==> config.mk <==
export PLATFORM = sky130hd
export DESIGN_NAME = id_ex_stage
export DESIGN_NICKNAME = d
export VERILOG_FILES = /design/src/rtl/mips_pkg.sv /design/src/rtl/id_ex_stage_alu_decoder.sv /design/src/rtl/id_ex_stage.sv
export SDC_FILE = /design/constraint.sdc
export NUM_CORES = 1
export LEC_CHECK = 0
export ABC_AREA = 1
export CELL_PAD_IN_SITES_DETAIL_PLACEMENT = 0
export CELL_PAD_IN_SITES_GLOBAL_PLACEMENT = 2
export CORE_MARGIN = 2
export CORE_UTILIZATION = 21
export CTS_CLUSTER_SIZE = 12
export DETAILED_ROUTE_END_ITERATION = 7
export PLACE_DENSITY = 0.92
export SYNTH_ARGS = -nofsm -noshare
export SYNTH_HDL_FRONTEND = slang
export SYNTH_SLANG_ARGS = --single-unit
==> constraint.sdc <==
create_clock -name clk -period 4.8 [get_ports clk]
set_clock_uncertainty 0.15 [all_clocks]
set_input_delay 0.48 -clock clk [delete_from_list [all_inputs] [get_ports clk]]
set_output_delay 0.48 -clock clk [all_outputs]
set_load 0.01 [all_outputs]
==> src/rtl/mips_pkg.sv <==
// Shared MIPS definitions: ALU op codes, opcode/funct values, forwarding selects
// and the EX control bundle.
package mips_pkg;

    localparam int DATA_W = 32;
    localparam int OP_W   = 4;

    localparam logic [3:0] ALU_AND = 4'd0;
    localparam logic [3:0] ALU_OR  = 4'd1;
    localparam logic [3:0] ALU_ADD = 4'd2;
    localparam logic [3:0] ALU_SLL = 4'd3;
    localparam logic [3:0] ALU_SUB = 4'd6;
    localparam logic [3:0] ALU_SLT = 4'd7;
    localparam logic [3:0] ALU_NOR = 4'd12;

    localparam logic [5:0] OPC_RTYPE = 6'h00;
    localparam logic [5:0] OPC_BEQ   = 6'h04;
    localparam logic [5:0] OPC_ADDI  = 6'h08;
    localparam logic [5:0] OPC_ADDIU = 6'h09;
    localparam logic [5:0] OPC_SLTI  = 6'h0A;
    localparam logic [5:0] OPC_ANDI  = 6'h0C;
    localparam logic [5:0] OPC_ORI   = 6'h0D;
    localparam logic [5:0] OPC_LUI   = 6'h0F;
    localparam logic [5:0] OPC_LW    = 6'h23;
    localparam logic [5:0] OPC_SW    = 6'h2B;

    localparam logic [5:0] FN_SLL  = 6'h00;
    localparam logic [5:0] FN_ADD  = 6'h20;
    localparam logic [5:0] FN_ADDU = 6'h21;
    localparam logic [5:0] FN_SUB  = 6'h22;
    localparam logic [5:0] FN_SUBU = 6'h23;
    localparam logic [5:0] FN_AND  = 6'h24;
    localparam logic [5:0] FN_OR   = 6'h25;
    localparam logic [5:0] FN_NOR  = 6'h27;
    localparam logic [5:0] FN_SLT  = 6'h2A;

    localparam logic [1:0] FWD_REG   = 2'b00;
    localparam logic [1:0] FWD_EXMEM = 2'b01;
    localparam logic [1:0] FWD_MEMWB = 2'b10;

    typedef struct packed {
        logic reg_write;
        logic mem_read;
        logic mem_write;
        logic branch;
    } ex_ctrl_t;

    typedef enum logic [2:0] {
        IMM_NONE,
        IMM_SX,
        IMM_ZX,
        IMM_SHAMT,
        IMM_LUI
    } imm_kind_e;

    function automatic logic [31:0] sext16(input logic [15:0] v);
        return {{16{v[15]}}, v};
    endfunction

endpackage

==> src/rtl/id_ex_stage_alu_decoder.sv <==
// Combinational opcode/funct decode into ALU op, control bits, immediate kind
// and destination field select.
module alu_decoder
    import mips_pkg::*;
(
    input  logic [5:0] i_opcode,
    input  logic [5:0] i_funct,
    output logic [3:0] o_op,
    output ex_ctrl_t   o_ctrl,
    output imm_kind_e  o_imm_kind,
    output logic       o_dest_rd,
    output logic       o_illegal
);

    always_comb begin
        o_op       = ALU_AND;
        o_ctrl     = '0;
        o_imm_kind = IMM_NONE;
        o_dest_rd  = 1'b0;
        o_illegal  = 1'b0;
        case (i_opcode)
            OPC_RTYPE: begin
                o_dest_rd        = 1'b1;
                o_ctrl.reg_write = 1'b1;
                case (i_funct)
                    FN_ADD, FN_ADDU: o_op = ALU_ADD;
                    FN_SUB, FN_SUBU: o_op = ALU_SUB;
                    FN_AND:          o_op = ALU_AND;
                    FN_OR:           o_op = ALU_OR;
                    FN_NOR:          o_op = ALU_NOR;
                    FN_SLT:          o_op = ALU_SLT;
                    FN_SLL: begin
                        o_op       = ALU_SLL;
                        o_imm_kind = IMM_SHAMT;
                    end
                    default:         o_illegal = 1'b1;
                endcase
            end
            OPC_ADDI, OPC_ADDIU: begin
                o_op = ALU_ADD; o_imm_kind = IMM_SX; o_ctrl.reg_write = 1'b1;
            end
            OPC_SLTI: begin
                o_op = ALU_SLT; o_imm_kind = IMM_SX; o_ctrl.reg_write = 1'b1;
            end
            OPC_ANDI: begin
                o_op = ALU_AND; o_imm_kind = IMM_ZX; o_ctrl.reg_write = 1'b1;
            end
            OPC_ORI: begin
                o_op = ALU_OR; o_imm_kind = IMM_ZX; o_ctrl.reg_write = 1'b1;
            end
            OPC_LUI: begin
                o_op = ALU_SLL; o_imm_kind = IMM_LUI; o_ctrl.reg_write = 1'b1;
            end
            OPC_LW: begin
                o_op = ALU_ADD; o_imm_kind = IMM_SX;
                o_ctrl.reg_write = 1'b1; o_ctrl.mem_read = 1'b1;
            end
            OPC_SW: begin
                o_op = ALU_ADD; o_imm_kind = IMM_SX; o_ctrl.mem_write = 1'b1;
            end
            OPC_BEQ: begin
                o_op = ALU_SUB; o_ctrl.branch = 1'b1;
            end
            default: o_illegal = 1'b1;
        endcase
        // An unrecognised R-type funct must not leak the R-type defaults.
        if (o_illegal) begin
            o_op       = ALU_AND;
            o_ctrl     = '0;
            o_imm_kind = IMM_NONE;
            o_dest_rd  = 1'b0;
        end
    end

endmodule

==> src/rtl/id_ex_stage.sv <==
// ID/EX pipeline register: forwarding, operand selection and EX control bundle.
// Define FORWARD_EN to build the rs/rt forwarding muxes; otherwise regfile reads pass straight through.
module id_ex_stage
    import mips_pkg::*;
(
    input  logic        clk,
    input  logic        reset,
    input  logic        stall,
    input  logic        flush,
    input  logic        id_valid,
    input  logic [31:0] id_instr,
    input  logic [31:0] id_rs_data,
    input  logic [31:0] id_rt_data,
    input  logic [1:0]  fwd_a_sel,
    input  logic [1:0]  fwd_b_sel,
    input  logic [31:0] exmem_result,
    input  logic [31:0] memwb_result,
    output logic        ex_valid,
    output logic [31:0] ex_A,
    output logic [31:0] ex_B,
    output logic [3:0]  ex_op,
    output logic [31:0] ex_store_data,
    output logic [4:0]  ex_dest,
    output logic        ex_reg_write,
    output logic        ex_mem_read,
    output logic        ex_mem_write,
    output logic        ex_branch,
    output logic        ex_illegal
);

    logic [31:0] w_fa, w_fb, w_a, w_b;
    logic [15:0] w_imm;
    logic [4:0]  w_dest;
    logic [3:0]  w_op;
    ex_ctrl_t    w_ctrl;
    imm_kind_e   w_imm_kind;
    logic        w_dest_rd, w_illegal, w_load;
    logic        w_unused_rs_field;

    ex_ctrl_t    r_ctrl;

    assign w_imm             = id_instr[15:0];
    assign w_unused_rs_field = ^id_instr[25:21];

`ifdef FORWARD_EN
    always_comb begin
        case (fwd_a_sel)
            FWD_EXMEM: w_fa = exmem_result;
            FWD_MEMWB: w_fa = memwb_result;
            default:   w_fa = id_rs_data;
        endcase
        case (fwd_b_sel)
            FWD_EXMEM: w_fb = exmem_result;
            FWD_MEMWB: w_fb = memwb_result;
            default:   w_fb = id_rt_data;
        endcase
    end
`else
    logic w_unused_fwd;
    assign w_unused_fwd = ^{fwd_a_sel, fwd_b_sel, exmem_result, memwb_result};
    assign w_fa = id_rs_data;
    assign w_fb = id_rt_data;
`endif

    alu_decoder u_dec (
        .i_opcode   (id_instr[31:26]),
        .i_funct    (id_instr[5:0]),
        .o_op       (w_op),
        .o_ctrl     (w_ctrl),
        .o_imm_kind (w_imm_kind),
        .o_dest_rd  (w_dest_rd),
        .o_illegal  (w_illegal)
    );

    always_comb begin
        w_a = w_fa;
        w_b = w_fb;
        case (w_imm_kind)
            IMM_SX:    w_b = sext16(w_imm);
            IMM_ZX:    w_b = {16'h0000, w_imm};
            IMM_SHAMT: begin
                w_a = w_fb;
                w_b = {27'd0, id_instr[10:6]};
            end
            IMM_LUI:   begin
                w_a = {16'h0000, w_imm};
                w_b = 32'd16;
            end
            default:   ;
        endcase
        if (w_illegal) begin
            w_a = '0;
            w_b = '0;
        end
    end

    assign w_dest = w_illegal ? 5'd0 : (w_dest_rd ? id_instr[15:11] : id_instr[20:16]);

    // A load cycle with no real instruction, or any flush, writes a bubble.
    assign w_load = id_valid && !flush;

    always_ff @(posedge clk or posedge reset) begin
        if (reset) begin
            ex_valid      <= 1'b0;
            ex_A          <= '0;
            ex_B          <= '0;
            ex_op         <= '0;
            ex_store_data <= '0;
            ex_dest       <= '0;
            r_ctrl        <= '0;
            ex_illegal    <= 1'b0;
        end else if (flush || !stall) begin
            ex_valid      <= w_load;
            ex_A          <= w_load ? w_a : '0;
            ex_B          <= w_load ? w_b : '0;
            ex_op         <= w_load ? w_op : '0;
            ex_store_data <= w_load ? w_fb : '0;
            ex_dest       <= w_load ? w_dest : '0;
            r_ctrl        <= w_load ? w_ctrl : '0;
            ex_illegal    <= w_load && w_illegal;
        end
    end

    assign ex_reg_write = r_ctrl.reg_write;
    assign ex_mem_read  = r_ctrl.mem_read;
    assign ex_mem_write = r_ctrl.mem_write;
    assign ex_branch    = r_ctrl.branch;

endmodule

==> qor.yml <==
run_status:
  outcome: "finished clean"
logic_synthesis:
  synth_commonest_cells: "nand2_1 (302), dfrtp_1 (111), o21ai_0 (86), inv_1 (51), nand3_1 (37)"
  ys_seq_area_share_pct: 52.11
  yosys-top-cells-area: "dfrtp_1 (52%), nand2_1 (21%), o21ai_0 (8.1%), inv_1 (3.6%), nand3_1 (3.5%)"
  async_reset_ff_share_pct: 100.0
  synth.area.mux_share_pct: 0.1878
  yosysTopAreaCell: "dfrtp_1"
  synth_compound_area_share_pct: 11.38
  synth_seq_cells: 111
  synth_edf_count: 0
  synthSimpleGateAreaFrac_pct: 29.08
  synth_flop_cell: "dfrtp_1"
  synth_cell_types: 27
  avgSynthCellArea_um2: 7.614
  synthCells: 700
  synth.most_common_cell: "nand2_1"
  synth_fa_ha_area_share_pct: 0
  synth_top_family_by_area: "simple AND/OR/NAND/NOR gates"
  yosysTopAreaCellShare_pct: 52.11
  syn_area_um2: 5330
  synth-xor-area-share_pct: 0
  synth_nets: 869
  yosysWarnings: 0
floorplanning:
  initial_utilization_pct: 21.29
  dieWidth_um: 163.3
  dieArea_um2: 26670
  io-pin-count: 280
  std_cell_rows: 58
  die-height_um: 163.3
  core_area_um2: 25040
placement:
  place_congestion: 0.8727
  dp.cells: 1207
  hpwl_mm: 15.31
  portBuffers: 206
  pre_cts_slack_ps: 830.0
cts:
  path_clk_slew_ps: 80
  cts-root-buf: "clkbuf_16"
  post_cts_buffers: 0
  clock_latency_ps: 350
  clk_path_buf_depth: 2
  hold_buffers: 0
  cts_resized: 0
  cts_buffers: 9
  cts_tree: "done"
  cts_sinks: 111
  cts-htree-levels: 3
drt:
  dr.first_iter.drc_count: 415
  wl_met1_mm: 9.680
  wl_met3_mm: 1.304
  ant_nets: 0
  wl_per_cell_um: 17.06
  vias_per_cell: 4.243
  first_pass_iters: 5
  met2WireLength_mm: 9.376
  wirelength_mm: 20.88
  drc: 0
  top_layer: "met5"
  vias: 5193
power:
  p_leak_nw: 3.817
  p_per_area_nw_per_um2: 263.7
  peakVddDrop_v: 0.0001297
run:
  drv_cap: 0
global_routing:
  grt_first_pass_wirelength_mm: 31.48
  overflow: 0
  grt_max_degree: 72
  first_global_vias: 5085
  grt_use_total_pct: 15.82
  grt_antenna_before_repair: 3
timing:
  fin_crit_sh_pct: 73.12
  fmax_ghz: 0.2849
  finalCriticalPeriod_ps: 3510
  setup_viol: 0
  drv_slew: 0
  worst_pin_slew_ps: 1101
  setup_slack_ps: 1290
  hold_viol_final: 0
  rsz0062_at_grt: "no"
  max-slew-margin-rel_pct: 26.50
  tns_ps: 0
setup_path:
  r2r_cells: 2
  rrSetupSlack_ps: 3940
  cp.required_ps: 4940
  startpoint_type: "input port"
  endpoint_kind: "register"
  rr_endpoint: "ex_store_data[17]$_DFFE_PP0P_"
  path_class: "input port to register"
  r2r-start: "ex_store_data[17]$_DFFE_PP0P_"
  crit_fanout: 33
  worstPathArrival_ps: 3650
final_layout:
  instances_no_fill: 1224
  postLayoutCoreUtil_pct: 32.01
  post_route_cells_drive_above_1_share_pct: 4.596
  fin_nets: 1057
  area_delta_synth_final_pct: 50.35
hold_path:
  worstHoldPathCells: 2
  hold_end: "ex_illegal$_DFFE_PP0P_"
  hold_path_class: "register to register"
  min_from: "ex_illegal$_DFFE_PP0P_"
==> worst max-delay path by stage <==
| stage | to | slack (ps) | from |
|---|---|---|---|
| finish | ex_B[28]$_DFFE_PP0P_ | 1290 | id_instr[3] |
| global route | ex_B[20]$_DFFE_PP0P_ | 990 | id_instr[3] |
| CTS | ex_B[28]$_DFFE_PP0P_ | 1220 | id_instr[3] |
| detailed placement | ex_B[22]$_DFFE_PP0P_ | 830 | id_instr[3] |
| global placement | ex_B[28]$_DFFE_PP0P_ | 860 | id_instr[0] |
| floorplan | ex_A[0]$_DFFE_PP0P_ | 1240 | reset |
==> state kept, by name (all words and copies together) (netlist names) <==
name,cells
ex_A,32
ex_B,32
ex_store_data,32
ex_dest,5
ex_op,4
ex_branch,1
ex_illegal,1
ex_mem_read,1
ex_mem_write,1
ex_reg_write,1
ex_valid,1
==> cell families after synthesis <==
| group | Yosys count |
|---|---|
| flip-flops | 111 |
| multiplexers | 1 |
| AO/OA/AOI/OAI | 115 |
| buffers and inverters | 91 |
| AND/OR/NAND/NOR | 382 |
==> area by class of cell <==
class,count,area [um2]
Clock buffer,9,225.2
Tap cell,330,412.9
Timing Repair Buffer,212,2120
Multi-Input combinational cell,498,2167
Antenna cell,2,5.005
Inverter,56,214.0
Clock inverter,6,92.59
Sequential cell,111,2778
Fill cell,2677,17020
==> through the flow <==
step | total power [mW] | cell area, um2 | hold WS (ps)
2_1_floorplan | 1.117 | 5330 | 365.4
3_3_place_gp | 1.308 | 7691 | 312.5
3_5_place_dp | 1.309 | 7691 | 313.8
4_1_cts | 2.150 | 8009 | 335.5
5_1_grt | 2.212 | 8014 | 355.3
6_report | 2.113 | 8014 | 332.3
==> worst max-delay path, cell delays in order <==
cell             delay, ps
clkdlybuf4s50_1        610
nor2_2                 100
nand3_1                170
nor2_4                 120
nor2_4                 680
nand3_2                640
o21ai_2                580
nand3_1                150
nand2_1                100
==> where the power goes <==
group          internal (mW)  total (mW)  switching [mW]
registers              0.961       0.976          0.0148
clock network          0.460       0.828           0.367
logic                  0.147       0.310           0.163
total                   1.57        2.11           0.545
==> cells in the final DEF, fill, tap and decap left out <==
| cell type | instances |
|---|---|
| inv_2 | 5 |
| nand2_1 | 302 |
| nor2_4 | 3 |
| diode_2 | 2 |
| clkinv_2 | 2 |
| a22oi_1 | 3 |
| bufinv_16 | 2 |
| o22ai_1 | 5 |
| nor2_1 | 29 |
| nand2_2 | 1 |
| o21ai_1 | 2 |
| inv_1 | 49 |
| inv_4 | 1 |
| dfrtp_1 | 111 |
| a21oi_1 | 14 |
| buf_4 | 5 |
| clkdlybuf4s50_1 | 206 |
| nand3_4 | 1 |
| nor2_2 | 4 |
| buf_12 | 1 |
| clkinvlp_4 | 1 |
| nand3_2 | 3 |
| a22o_1 | 3 |
| o21ai_2 | 1 |
| nand3_1 | 37 |
| mux2i_1 | 1 |
| nor3_1 | 2 |
| clkbuf_16 | 9 |
| o21ai_0 | 86 |
| inv_6 | 1 |
| o21bai_1 | 1 |
| inv_8 | 1 |
==> routing by layer <==
metal	vias up	GRT usage, %
met4	2	6.356
met3	24	3.174
met1	2404	22.05
li1	2580	-
met2	183	23.95
met5	-	0
No activity file was read; power rests on OpenSTA's default activity.
